==> config.mk <==
export PLATFORM = sky130hd
export DESIGN_NAME = huffman_decoder_flat
export DESIGN_NICKNAME = d
export VERILOG_FILES = /design/src/rtl/huffman_decoder_if.sv /design/src/rtl/huffman_decoder.sv /design/src/flat_wrapper.sv
export SDC_FILE = /design/constraint.sdc
export NUM_CORES = 1
export LEC_CHECK = 0
export ABC_AREA = 1
export CAP_MARGIN = 20
export CELL_PAD_IN_SITES_DETAIL_PLACEMENT = 0
export CELL_PAD_IN_SITES_GLOBAL_PLACEMENT = 1
export CORE_MARGIN = 2
export CORE_UTILIZATION = 40
export CTS_CLUSTER_DIAMETER = 60
export DETAILED_ROUTE_END_ITERATION = 8
export PLACE_DENSITY_LB_ADDON = 0.1
export SLEW_MARGIN = 10
export SYNTH_ARGS = -nofsm -noshare
export SYNTH_HDL_FRONTEND = slang
export SYNTH_SLANG_ARGS = --single-unit
==> constraint.sdc <==
create_clock -name CLK -period 3.8 [get_ports CLK]
set_input_delay 0.95 -clock CLK [delete_from_list [all_inputs] [get_ports CLK]]
set_output_delay 0.95 -clock CLK [all_outputs]
set_load 0.005 [all_outputs]
==> src/rtl/huffman_decoder_if.sv <==
// -----------------------------------------------------------------------------
// huffman_decoder_if
// Bundles every non-clock/reset signal of huffman_decoder.
//
// Handshake rules, used by both streams:
//   A transfer happens on a rising CLK edge where both VALID and READY are 1.
//   A source holding VALID must keep its data stable until the transfer. VALID
//   must never wait for READY. READY may depend on state, not on VALID.
//   - bit stream    : BIT_VALID / BIT_READY, data BIT_IN   (source -> decoder)
//   - symbol stream : SYM_VALID / SYM_READY, data SYM_OUT  (decoder -> sink)
//
// Signals:
//   TABLE_WE/SYM/LEN/CODE : code table write port (taken only in IDLE)
//   START, SYM_TOTAL      : run start pulse and number of symbols to decode
//   BIT_IN/VALID/READY    : serial code bit stream, MSB of each code first
//   SYM_OUT/VALID/READY   : decoded 4-bit characters
//   DONE                  : one-cycle pulse after the last symbol is taken
//   ERR                   : sticky invalid-code flag
//   STATE_DBG             : current FSM state (debug/observability)
// Modports: master = stimulus/system side, slave = decoder side.
// -----------------------------------------------------------------------------
interface huffman_decoder_if #(
    parameter int MAX_LEN = 8,
    parameter int CNT_W   = 16
);
    logic               TABLE_WE;
    logic [3:0]         TABLE_SYM;
    logic [3:0]         TABLE_LEN;
    logic [MAX_LEN-1:0] TABLE_CODE;
    logic               START;
    logic [CNT_W-1:0]   SYM_TOTAL;
    logic               BIT_IN;
    logic               BIT_VALID;
    logic               BIT_READY;
    logic [3:0]         SYM_OUT;
    logic               SYM_VALID;
    logic               SYM_READY;
    logic               DONE;
    logic               ERR;
    logic [1:0]         STATE_DBG;

    modport master (
        output TABLE_WE, TABLE_SYM, TABLE_LEN, TABLE_CODE,
        output START, SYM_TOTAL,
        output BIT_IN, BIT_VALID,
        input  BIT_READY,
        input  SYM_OUT, SYM_VALID,
        output SYM_READY,
        input  DONE, ERR, STATE_DBG
    );

    modport slave (
        input  TABLE_WE, TABLE_SYM, TABLE_LEN, TABLE_CODE,
        input  START, SYM_TOTAL,
        input  BIT_IN, BIT_VALID,
        output BIT_READY,
        output SYM_OUT, SYM_VALID,
        input  SYM_READY,
        output DONE, ERR, STATE_DBG
    );
endinterface

==> src/rtl/huffman_decoder.sv <==
// -----------------------------------------------------------------------------
// huffman_decoder
// Serial Huffman decoder for the 4-bit character alphabet. Code bits arrive
// MSB-first, one per bit handshake; each completed code is looked up against a
// 16-entry {len, code} table and the matching character is emitted on the
// symbol handshake. A run decodes SYM_TOTAL symbols and ends with a DONE pulse.
//
// Ports:
//   CLK   : system clock, all state on the rising edge
//   nRST  : asynchronous active-low reset
//   bus   : huffman_decoder_if.slave (table port, START/SYM_TOTAL, bit stream,
//           symbol stream, DONE, ERR, STATE_DBG)
// -----------------------------------------------------------------------------
module huffman_decoder #(
    parameter int MAX_LEN = 8,
    parameter int CNT_W   = 16
) (
    input  logic             CLK,
    input  logic             nRST,
    huffman_decoder_if.slave bus
);

    localparam logic [1:0] S_IDLE   = 2'd0;
    localparam logic [1:0] S_DECODE = 2'd1;
    localparam logic [1:0] S_OUTPUT = 2'd2;
    localparam logic [1:0] S_ERROR  = 2'd3;

    localparam logic [3:0] LEN_LIMIT = 4'(MAX_LEN);

    logic [1:0]         state;
    logic [MAX_LEN-1:0] acc;
    logic [3:0]         len;
    logic [CNT_W-1:0]   remaining;
    logic [3:0]         sym_out;
    logic               sym_valid;
    logic               done;
    logic               err;

    logic [3:0]         tbl_len  [16];
    logic [MAX_LEN-1:0] tbl_code [16];

    logic [MAX_LEN-1:0] next_acc;
    logic [3:0]         next_len;
    logic [MAX_LEN-1:0] len_mask;
    logic               hit;
    logic [3:0]         hit_sym;
    logic               start_ok;

    // Candidate code after taking the current bit, and the parallel table
    // lookup. The loop runs from the top index down so that, for a table that
    // is not prefix-free, the lowest matching symbol index is the one kept.
    always_comb begin
        next_acc = {acc[MAX_LEN-2:0], bus.BIT_IN};
        next_len = len + 4'd1;
        len_mask = '0;
        for (int b = 0; b < MAX_LEN; b++) begin
            len_mask[b] = (4'(b) < next_len);
        end
        hit     = 1'b0;
        hit_sym = 4'd0;
        for (int i = 15; i >= 0; i--) begin
            if ((tbl_len[i] == next_len) &&
                (((tbl_code[i] ^ next_acc) & len_mask) == '0)) begin
                hit     = 1'b1;
                hit_sym = 4'(i);
            end
        end
    end

    // ERROR accepts START exactly like IDLE; START elsewhere is ignored.
    assign start_ok = bus.START && ((state == S_IDLE) || (state == S_ERROR));

    // Code table: written only while idle, lengths cleared by reset.
    always_ff @(posedge CLK or negedge nRST) begin
        if (!nRST) begin
            for (int i = 0; i < 16; i++) begin
                tbl_len[i]  <= 4'd0;
                tbl_code[i] <= '0;
            end
        end else if (bus.TABLE_WE && (state == S_IDLE)) begin
            tbl_len[bus.TABLE_SYM]  <= bus.TABLE_LEN;
            tbl_code[bus.TABLE_SYM] <= bus.TABLE_CODE;
        end
    end

    // Main FSM.
    always_ff @(posedge CLK or negedge nRST) begin
        if (!nRST) begin
            state     <= S_IDLE;
            acc       <= '0;
            len       <= 4'd0;
            remaining <= '0;
            sym_out   <= 4'd0;
            sym_valid <= 1'b0;
            done      <= 1'b0;
            err       <= 1'b0;
        end else begin
            done <= 1'b0;
            case (state)
                S_IDLE, S_ERROR: begin
                    if (start_ok) begin
                        err <= 1'b0;
                        acc <= '0;
                        len <= 4'd0;
                        if (bus.SYM_TOTAL != '0) begin
                            remaining <= bus.SYM_TOTAL;
                            state     <= S_DECODE;
                        end else begin
                            // Empty run: finish immediately.
                            done  <= 1'b1;
                            state <= S_IDLE;
                        end
                    end
                end

                S_DECODE: begin
                    if (bus.BIT_VALID) begin
                        if (hit) begin
                            sym_out   <= hit_sym;
                            sym_valid <= 1'b1;
                            acc       <= '0;
                            len       <= 4'd0;
                            state     <= S_OUTPUT;
                        end else if (next_len == LEN_LIMIT) begin
                            // A full-length code with no match cannot belong
                            // to any table entry.
                            err   <= 1'b1;
                            acc   <= '0;
                            len   <= 4'd0;
                            state <= S_ERROR;
                        end else begin
                            acc <= next_acc;
                            len <= next_len;
                        end
                    end
                end

                S_OUTPUT: begin
                    if (bus.SYM_READY) begin
                        sym_valid <= 1'b0;
                        remaining <= remaining - 1'b1;
                        if (remaining == CNT_W'(1)) begin
                            done  <= 1'b1;
                            state <= S_IDLE;
                        end else begin
                            state <= S_DECODE;
                        end
                    end
                end

                default: state <= S_IDLE;
            endcase
        end
    end

    assign bus.BIT_READY = (state == S_DECODE);
    assign bus.SYM_OUT   = sym_out;
    assign bus.SYM_VALID = sym_valid;
    assign bus.DONE      = done;
    assign bus.ERR       = err;
    assign bus.STATE_DBG = state;

endmodule

==> src/flat_wrapper.sv <==
// flat-port wrapper written by rule: the top's interface ports become plain ports
module huffman_decoder_flat 
#(
    parameter int MAX_LEN = 8,
    parameter int CNT_W   = 16
)
  (CLK, nRST, bus_TABLE_WE, bus_TABLE_SYM, bus_TABLE_LEN, bus_TABLE_CODE, bus_START, bus_SYM_TOTAL, bus_BIT_IN, bus_BIT_VALID, bus_BIT_READY, bus_SYM_OUT, bus_SYM_VALID, bus_SYM_READY, bus_DONE, bus_ERR, bus_STATE_DBG);
  huffman_decoder_if #(.MAX_LEN(MAX_LEN), .CNT_W(CNT_W)) bus_i ();
  input  logic CLK;
  input  logic nRST;
  input wire logic [$bits(bus_i.TABLE_WE)-1:0] bus_TABLE_WE;
  input wire logic [$bits(bus_i.TABLE_SYM)-1:0] bus_TABLE_SYM;
  input wire logic [$bits(bus_i.TABLE_LEN)-1:0] bus_TABLE_LEN;
  input wire logic [$bits(bus_i.TABLE_CODE)-1:0] bus_TABLE_CODE;
  input wire logic [$bits(bus_i.START)-1:0] bus_START;
  input wire logic [$bits(bus_i.SYM_TOTAL)-1:0] bus_SYM_TOTAL;
  input wire logic [$bits(bus_i.BIT_IN)-1:0] bus_BIT_IN;
  input wire logic [$bits(bus_i.BIT_VALID)-1:0] bus_BIT_VALID;
  output wire logic [$bits(bus_i.BIT_READY)-1:0] bus_BIT_READY;
  output wire logic [$bits(bus_i.SYM_OUT)-1:0] bus_SYM_OUT;
  output wire logic [$bits(bus_i.SYM_VALID)-1:0] bus_SYM_VALID;
  input wire logic [$bits(bus_i.SYM_READY)-1:0] bus_SYM_READY;
  output wire logic [$bits(bus_i.DONE)-1:0] bus_DONE;
  output wire logic [$bits(bus_i.ERR)-1:0] bus_ERR;
  output wire logic [$bits(bus_i.STATE_DBG)-1:0] bus_STATE_DBG;
  assign bus_i.TABLE_WE = bus_TABLE_WE;
  assign bus_i.TABLE_SYM = bus_TABLE_SYM;
  assign bus_i.TABLE_LEN = bus_TABLE_LEN;
  assign bus_i.TABLE_CODE = bus_TABLE_CODE;
  assign bus_i.START = bus_START;
  assign bus_i.SYM_TOTAL = bus_SYM_TOTAL;
  assign bus_i.BIT_IN = bus_BIT_IN;
  assign bus_i.BIT_VALID = bus_BIT_VALID;
  assign bus_BIT_READY = bus_i.BIT_READY;
  assign bus_SYM_OUT = bus_i.SYM_OUT;
  assign bus_SYM_VALID = bus_i.SYM_VALID;
  assign bus_i.SYM_READY = bus_SYM_READY;
  assign bus_DONE = bus_i.DONE;
  assign bus_ERR = bus_i.ERR;
  assign bus_STATE_DBG = bus_i.STATE_DBG;
  huffman_decoder #(.MAX_LEN(MAX_LEN), .CNT_W(CNT_W)) u_core (.CLK(CLK), .nRST(nRST), .bus(bus_i));
endmodule
# == Yosys cells after proc, flatten, opt, wreduce, memory -nomap -nowiden ==
# Cells that the tools add are included.
# op_classes
mux,74
order_cmp,10
reduce_logical,48
eq_ne,29
bitwise_logic,33
n_addsub,2
# ops
operator,n
AND 8 bit,16
bitwise mux 128 bit,1
logical NOT 8 bit,16
bitwise XOR 8 bit,16
2-to-1 mux 4 bit,21
bitwise mux 64 bit,1
== test 4 bit,16
2-to-1 mux 16 bit,3
demux 8 bit (select 4 bit),1
one-hot mux 16 bit (2 select lines),1
2-to-1 mux 1 bit,29
2-to-1 mux 7 bit,4
logical AND 1 bit,19
demux 4 bit (select 4 bit),1
== test 16 x 1 -> 1 bit (second input constant),1
less-than comparator 3 x 4 -> 1 bit (first input constant),4
nonzero test 16 bit,1
subtractor 16 x 1 -> 16 bit (second input constant),1
one-hot mux 7 bit (2 select lines),1
AND reduction 4 bit,3
2-to-1 mux 2 bit,5
less-than comparator 1 x 4 -> 1 bit (first input constant),2
less-than comparator 2 x 4 -> 1 bit (first input constant),2
2-to-1 mux 8 bit,1
other kinds (19),30
# totals
output_inout_bits,10
in_bits,39
ff_bits,228
word_cells,236

# == Depth between registers and ports, before layout ==
# Gate-level depths: netlist of run 1.
# logic_depth
word_depth,24
depth_mapped,28

# == Worst setup path after synthesis of run 1 ==
# No wires, ideal clock.
# synth_timing
kind,reg2reg
start,register u_core.len[0]
end,register u_core.state[1] (netlist: u_core.bus.STATE_DBG[1])
path_slack_ns,0.966
n_path_buf,3
t_arrival_ns,2.709
setup_time_ns,0.125
synth_period_minus_slack_ns,2.834
path_stages_with_launch,20
cell_sequence,dfrtp_1 > clkbuf_1 > buf_2 > inv_1 > ha_1 > buf_2 > xor2_1 > nand2_1 > a21oi_1 > o221ai_1 > a21oi_1 > o2111ai_1 > nand2_1 > nor2_4 > nand4_4 > nor2_2 > nand2_2 > nand2_2 > nand2_1 > o21ai_1
# synth_between
elab_chain_cells,24
word_cells_on_any_way,95
classes_between,add/sub (1); order compare (8); eq/ne (18); mux (19); bitwise (16); reduce/logical (33)
# synth_rtl
item,line_no,rtl
start: declaration,huffman_decoder.sv:32,logic [3:0] len;
start signal: assignment,huffman_decoder.sv:133,len <= next_len;
adder 4 x 1 -> 4 bit *,huffman_decoder.sv:54,next_len = len + 4'd1;
less-than comparator 1 x 4 -> 1 bit (tied with other cells),huffman_decoder.sv:57,len_mask[b] = (4'(b) < next_len);
AND 8 bit,huffman_decoder.sv:63,(((tbl_code[i] ^ next_acc) & len_mask) == '0)) begin
logical NOT 8 bit,huffman_decoder.sv:63,
logical AND 1 bit,huffman_decoder.sv:62,if ((tbl_len[i] == next_len) &&
2-to-1 mux 1 bit (16 in series),huffman_decoder.sv:62,
2-to-1 mux 2 bit,huffman_decoder.sv:118,if (hit) begin
2-to-1 mux 2 bit,huffman_decoder.sv:117,if (bus.BIT_VALID) begin
one-hot mux 2 bit (3 select lines),huffman_decoder.sv:99,case (state)
end signal: assignment,huffman_decoder.sv:107,state <= S_DECODE;
end signal: assignment,huffman_decoder.sv:111,state <= S_IDLE;
end signal: assignment,huffman_decoder.sv:123,state <= S_OUTPUT;
end: declaration,huffman_decoder.sv:30,logic [1:0] state;
# Every way passes the cells marked *; elsewhere a longest branch is shown, timed or not. The select of a mux whose other input is x is not followed.
# A chain may end at the register's enable or synchronous reset.

# == Final worst setup path of run 1 ==
# Same ends and word-level chain as after synthesis.

==> flow_summary.html, run 1 <==
<table>
<tr><th>Metric</th><th>Value</th></tr>
<tr><th colspan="2">Floorplanning</th></tr>
<tr><td>I/O pin count</td><td>49</td></tr>
<tr><td>Die X</td><td>between 150 and 200 um</td></tr>
<tr><td>Number of placement rows</td><td>63</td></tr>
<tr><td>Core ar.</td><td>29,700 um^2</td></tr>
<tr><td>Effective utilization at floorplan</td><td>between 40 and 50%</td></tr>
<tr><td>Area enclosed by the die boundary</td><td>31,600 um^2</td></tr>
<tr><td>Die Y-Extent</td><td>178 um</td></tr>
<tr><th colspan="2">Logic synthesis</th></tr>
<tr><td>Synth Register Bits</td><td>228</td></tr>
<tr><td>Yosys warns</td><td>0</td></tr>
<tr><td>Synthesized-area fraction occupied by ao, oa, aoi and oai cells</td><td>between 10 and 15%</td></tr>
<tr><td>Proportion of register bits with asynchronous set or reset after synthesis</td><td>100%</td></tr>
<tr><td>Post-Synthesis Cell Area</td><td>approximately 12,000 um^2</td></tr>
<tr><td>Synth Area in XOR/XNOR</td><td>about a tenth</td></tr>
<tr><td>Syn Inst Count</td><td>1,466</td></tr>
<tr><td>Share of synthesized cell area in full adder, half adder and majority cells</td><td>0.724%</td></tr>
<tr><td>Post-synthesis mux area share</td><td>0.0931%</td></tr>
<tr><td>Leading register cell type out of synthesis</td><td>dfrtp_1</td></tr>
<tr><td>Post-synthesis sequential area ratio</td><td>a little under half</td></tr>
<tr><td>Synth unique cells</td><td>49</td></tr>
<tr><td>Area share of and/or/nand/nor cells after synthesis</td><td>21.5%</td></tr>
<tr><td>Count of flip-flops with a built-in enable after synthesis</td><td>0</td></tr>
<tr><td>Syn Nets</td><td>1,512</td></tr>
<tr><td>Post-Syn Area per Cell</td><td>8.25 um^2</td></tr>
<tr><td>Main combinational cell family by area after synthesis</td><td>simple AND/OR/NAND/NOR gates</td></tr>
<tr><th colspan="2">Routing</th></tr>
<tr><td># DRC</td><td>0</td></tr>
<tr><td>Via density per instance</td><td>between 5 and 6</td></tr>
<tr><td>Total via count in the routed design</td><td>9,790</td></tr>
<tr><td>Pre-antenna DRT Iters</td><td>5</td></tr>
<tr><td>Number of nets still failing antenna checks after routing</td><td>0</td></tr>
<tr><td>Final routed wire length divided by cell count</td><td>18.5 um</td></tr>
<tr><td>Violation count after the first detailed-routing iteration</td><td>around 700</td></tr>
<tr><td>DRT Wirelength</td><td>35,500 um</td></tr>
<tr><th colspan="2">Timing</th></tr>
<tr><td>Setup violators final</td><td>0</td></tr>
<tr><td>Sum Neg Setup Slack</td><td>0 ps</td></tr>
<tr><td>Final Cycle Share</td><td>85.3%</td></tr>
<tr><td>Final hold violation count</td><td>0</td></tr>
<tr><td>Highest attainable clock frequency</td><td>309 MHz</td></tr>
<tr><td>Worst-case clock skew</td><td>20.0 ps</td></tr>
<tr><td>Final worst path period need</td><td>3240 ps</td></tr>
<tr><td>RSZ-0062 raised after global routing</td><td>false</td></tr>
<tr><td>Slew at the pin closest to its max-slew limit</td><td>about 760 ps</td></tr>
<tr><td>Relative max-transition margin</td><td>49.3%</td></tr>
<tr><td>Max Slew Vio Count</td><td>0</td></tr>
<tr><th colspan="2">Pwr</th></tr>
<tr><td>Leakage power figure</td><td>6.75 nW</td></tr>
<tr><td>Max IR drop VDD</td><td>0.475 mV</td></tr>
<tr><td>Overall Power</td><td>10.9 mW</td></tr>
<tr><td>Power density over the cells</td><td>782 nW/um^2</td></tr>
<tr><th colspan="2">Worst setup path</th></tr>
<tr><td>Critical Path Start Type</td><td>flop</td></tr>
<tr><td>Start-to-end type of the worst setup path</td><td>reg2reg</td></tr>
<tr><td>Arrival @ worst endpoint</td><td>approximately 3700 ps</td></tr>
<tr><td>Logic depth of the worst register-to-register path</td><td>17</td></tr>
<tr><td>Kind of capture point of the worst setup path</td><td>flop</td></tr>
<tr><td>Required time worst endpoint</td><td>4230 ps</td></tr>
<tr><td>Largest driver fanout on the critical path</td><td>14</td></tr>
<tr><th colspan="2">Cells and area</th></tr>
<tr><td>Highest-count cells in the layout ignoring fill and taps</td><td>nand2_1 (417), o21ai_0 (232), dfrtp_1 (228), xor2_1 (118), inv_1 (64)</td></tr>
<tr><td>Area Growth Syn to Fin</td><td>15.4%</td></tr>
<tr><td>Share of cells above drive strength 1</td><td>9.00%</td></tr>
<tr><td>Diode count</td><td>0</td></tr>
<tr><td>Filler-free cell count of the finished design</td><td>1,912</td></tr>
<tr><td>Leading cell type in the layout, fill and taps excluded</td><td>nand2_1</td></tr>
<tr><td>Number of nets in the finished design</td><td>1,547</td></tr>
<tr><td>Finished layout cell area</td><td>13,900 um^2</td></tr>
<tr><th colspan="2">Clock network</th></tr>
<tr><td>Number of buffers inserted by hold repair at cts</td><td>0</td></tr>
<tr><td>Setup fix buffers added after clock tree synthesis</td><td>0</td></tr>
<tr><td>Clock tree from TritonCTS</td><td>yes</td></tr>
<tr><td>Number of sinks handled by clock tree synthesis</td><td>228</td></tr>
<tr><td>Post_cts resized</td><td>0</td></tr>
<tr><td>Clock latency on the worst-skew pair</td><td>~570 ps</td></tr>
<tr><td>CTS Buf Count</td><td>29</td></tr>
<tr><td>Clock slew at reported path FFs</td><td>60 ps</td></tr>
<tr><td>Bufs on Longest Clock Path</td><td>3</td></tr>
<tr><td>Root Buffer Master</td><td>clkbuf_16</td></tr>
<tr><td>Number of levels the H-tree was split into</td><td>1</td></tr>
<tr><th colspan="2">GRT</th></tr>
<tr><td>Remaining Overflow, GRT</td><td>0</td></tr>
<tr><td>Number of global-route vias before repair</td><td>9,339</td></tr>
<tr><td>First-pass GRT wire length</td><td>55,800 um</td></tr>
<tr><td>Global Route Usage Sum</td><td>23.1%</td></tr>
<tr><td>Initial antenna violation count</td><td>0</td></tr>
<tr><td>Largest net degree at the start of global routing</td><td>82</td></tr>
<tr><th colspan="2">Run status</th></tr>
<tr><td>Result of the run</td><td>finished clean</td></tr>
<tr><th colspan="2">Placed design</th></tr>
<tr><td>GP Congestion</td><td>~0.85</td></tr>
<tr><td>Placed instance count</td><td>1,860</td></tr>
<tr><td>Number of buffer cells added on primary ports</td><td>48</td></tr>
<tr><td>Detailed placer's ending HPWL</td><td>24,100 um</td></tr>
<tr><td>Area after detailed placement</td><td>13,000 um^2</td></tr>
<tr><th colspan="2">Flow run</th></tr>
<tr><td>Max-capacitance violation count</td><td>0</td></tr>
<tr><th colspan="2">Worst hold path</th></tr>
<tr><td>Worst Hold Class</td><td>in2async</td></tr>
</table>
-- final cells by class --
| cell class | instances | area (um^2) |
|---|---|---|
| fill | 2956 | 15800 |
| multi-input combinational | 1082 | 5720 |
| sequential | 228 | 5710 |
| timing repair buffer | 90 | 826 |
| clock buffer | 38 | 800 |
| tap | 390 | 488 |
| inverter | 70 | 263 |
| clock inverter | 14 | 144 |
-- report_power, final --
part | switching [mW] | internal (mW)
Combinational | 2.24 | 1.63
Clock | 1.10 | 1.62
Sequential | 0.795 | 3.53
Total | 4.13 | 6.78
-- per-layer routing --
layer / track usage (%) / part of all wire, % / vias up
met2: 38.9 / 48 / 168
met3: 2.70 / 3.4 / 34
met5: 0 / 0 / -
met4: 4.61 / 1.7 / 0
met1: 32.3 / 47 / 4709
li1: - / - / 4879
-- per-stage QoR --
step	setup slack [ps]	utilization [%]	hold slack (ps)
finish	560	46.9	375
global route	353	46.9	429
CTS	585	46.9	401
detailed placement	381	43.8	477
floorplan	966	-	453
global placement	409	43.8	470
-- cell families (layout without fill, tap and decap cells) --
group	count (synthesis)	in the layout
AOI/OAI and AO/OA	324	324
xor gates and xnor gates	147	147
adders and majority gates	7	7
buffers and inverters	156	212
DFF	228	228
muxes	1	1
and+or+nand+nor	603	603
-- sequential cells by signal (all words and copies together), names as in the netlist --
| name | flops |
|---|---|
| u_core.bus.SYM_OUT | 4 |
| u_core.tbl_code | 128 |
| u_core.bus.DONE | 1 |
| u_core.acc | 7 |
| u_core.tbl_len | 64 |
| u_core.bus.ERR | 1 |
| u_core.remaining | 16 |
| u_core.bus.STATE_DBG | 2 |
| u_core.len | 4 |
| u_core.bus.SYM_VALID | 1 |
-- worst max-delay path, stage by stage, from the launching register on --
cell,delay (ps)
dfrtp_1,440
ha_1,250
inv_1,90
nand2_2,100
nand2_2,120
nand3_2,460
buf_4,350
nand2_1,60
and3_1,150
o2111ai_1,320
nand2_1,220
nor2_4,60
nand4_4,100
nor2_2,50
nand2_2,150
nand2_2,80
nand2_1,60
o21ai_1,50
-- worst paths after layout --
check                                    from                 endpoint  slack, ps
max reg2reg                     u_core.len[0]  u_core.bus.STATE_DBG[1]        560
min                                      nRST       u_core.tbl_code[3]        370
max in group asynchronous                nRST     u_core.tbl_code[116]       2470
min reg2reg                u_core.tbl_len[63]       u_core.tbl_len[63]        490
min in group CLK           u_core.tbl_len[63]       u_core.tbl_len[63]        490
max                             u_core.len[0]  u_core.bus.STATE_DBG[1]        560
-- cell usage after synthesis, types with 5 or more instances --
cell type / instances / area (um^2)
a21oi_1: 38 / 190
nand2_2: 10 / 62.6
nor3_1: 15 / 75.1
xor2_1: 118 / 1030
o22ai_1: 5 / 31.3
nand4_1: 18 / 113
ha_1: 7 / 87.6
nor2_1: 59 / 221
dfrtp_1: 228 / 5710
o21ai_1: 18 / 90.1
or2_2: 17 / 106
nand2_1: 417 / 1570
nand3_1: 38 / 190
o21ai_0: 232 / 1160
a31oi_1: 7 / 43.8
clkbuf_1: 54 / 203
xnor2_1: 29 / 254
nor4_1: 6 / 37.5
buf_6: 5 / 56.3
inv_1: 64 / 240
buf_2: 23 / 115
a211oi_1: 5 / 37.5
Power figures use the tool's default switching activity.
==> run 2, diff against run 1 <==
Settings changed: GPL_ROUTABILITY_DRIVEN set to 0.
==> results of run 2 <==
No change in the layout: final DEF, timing and power equal those of run 1.
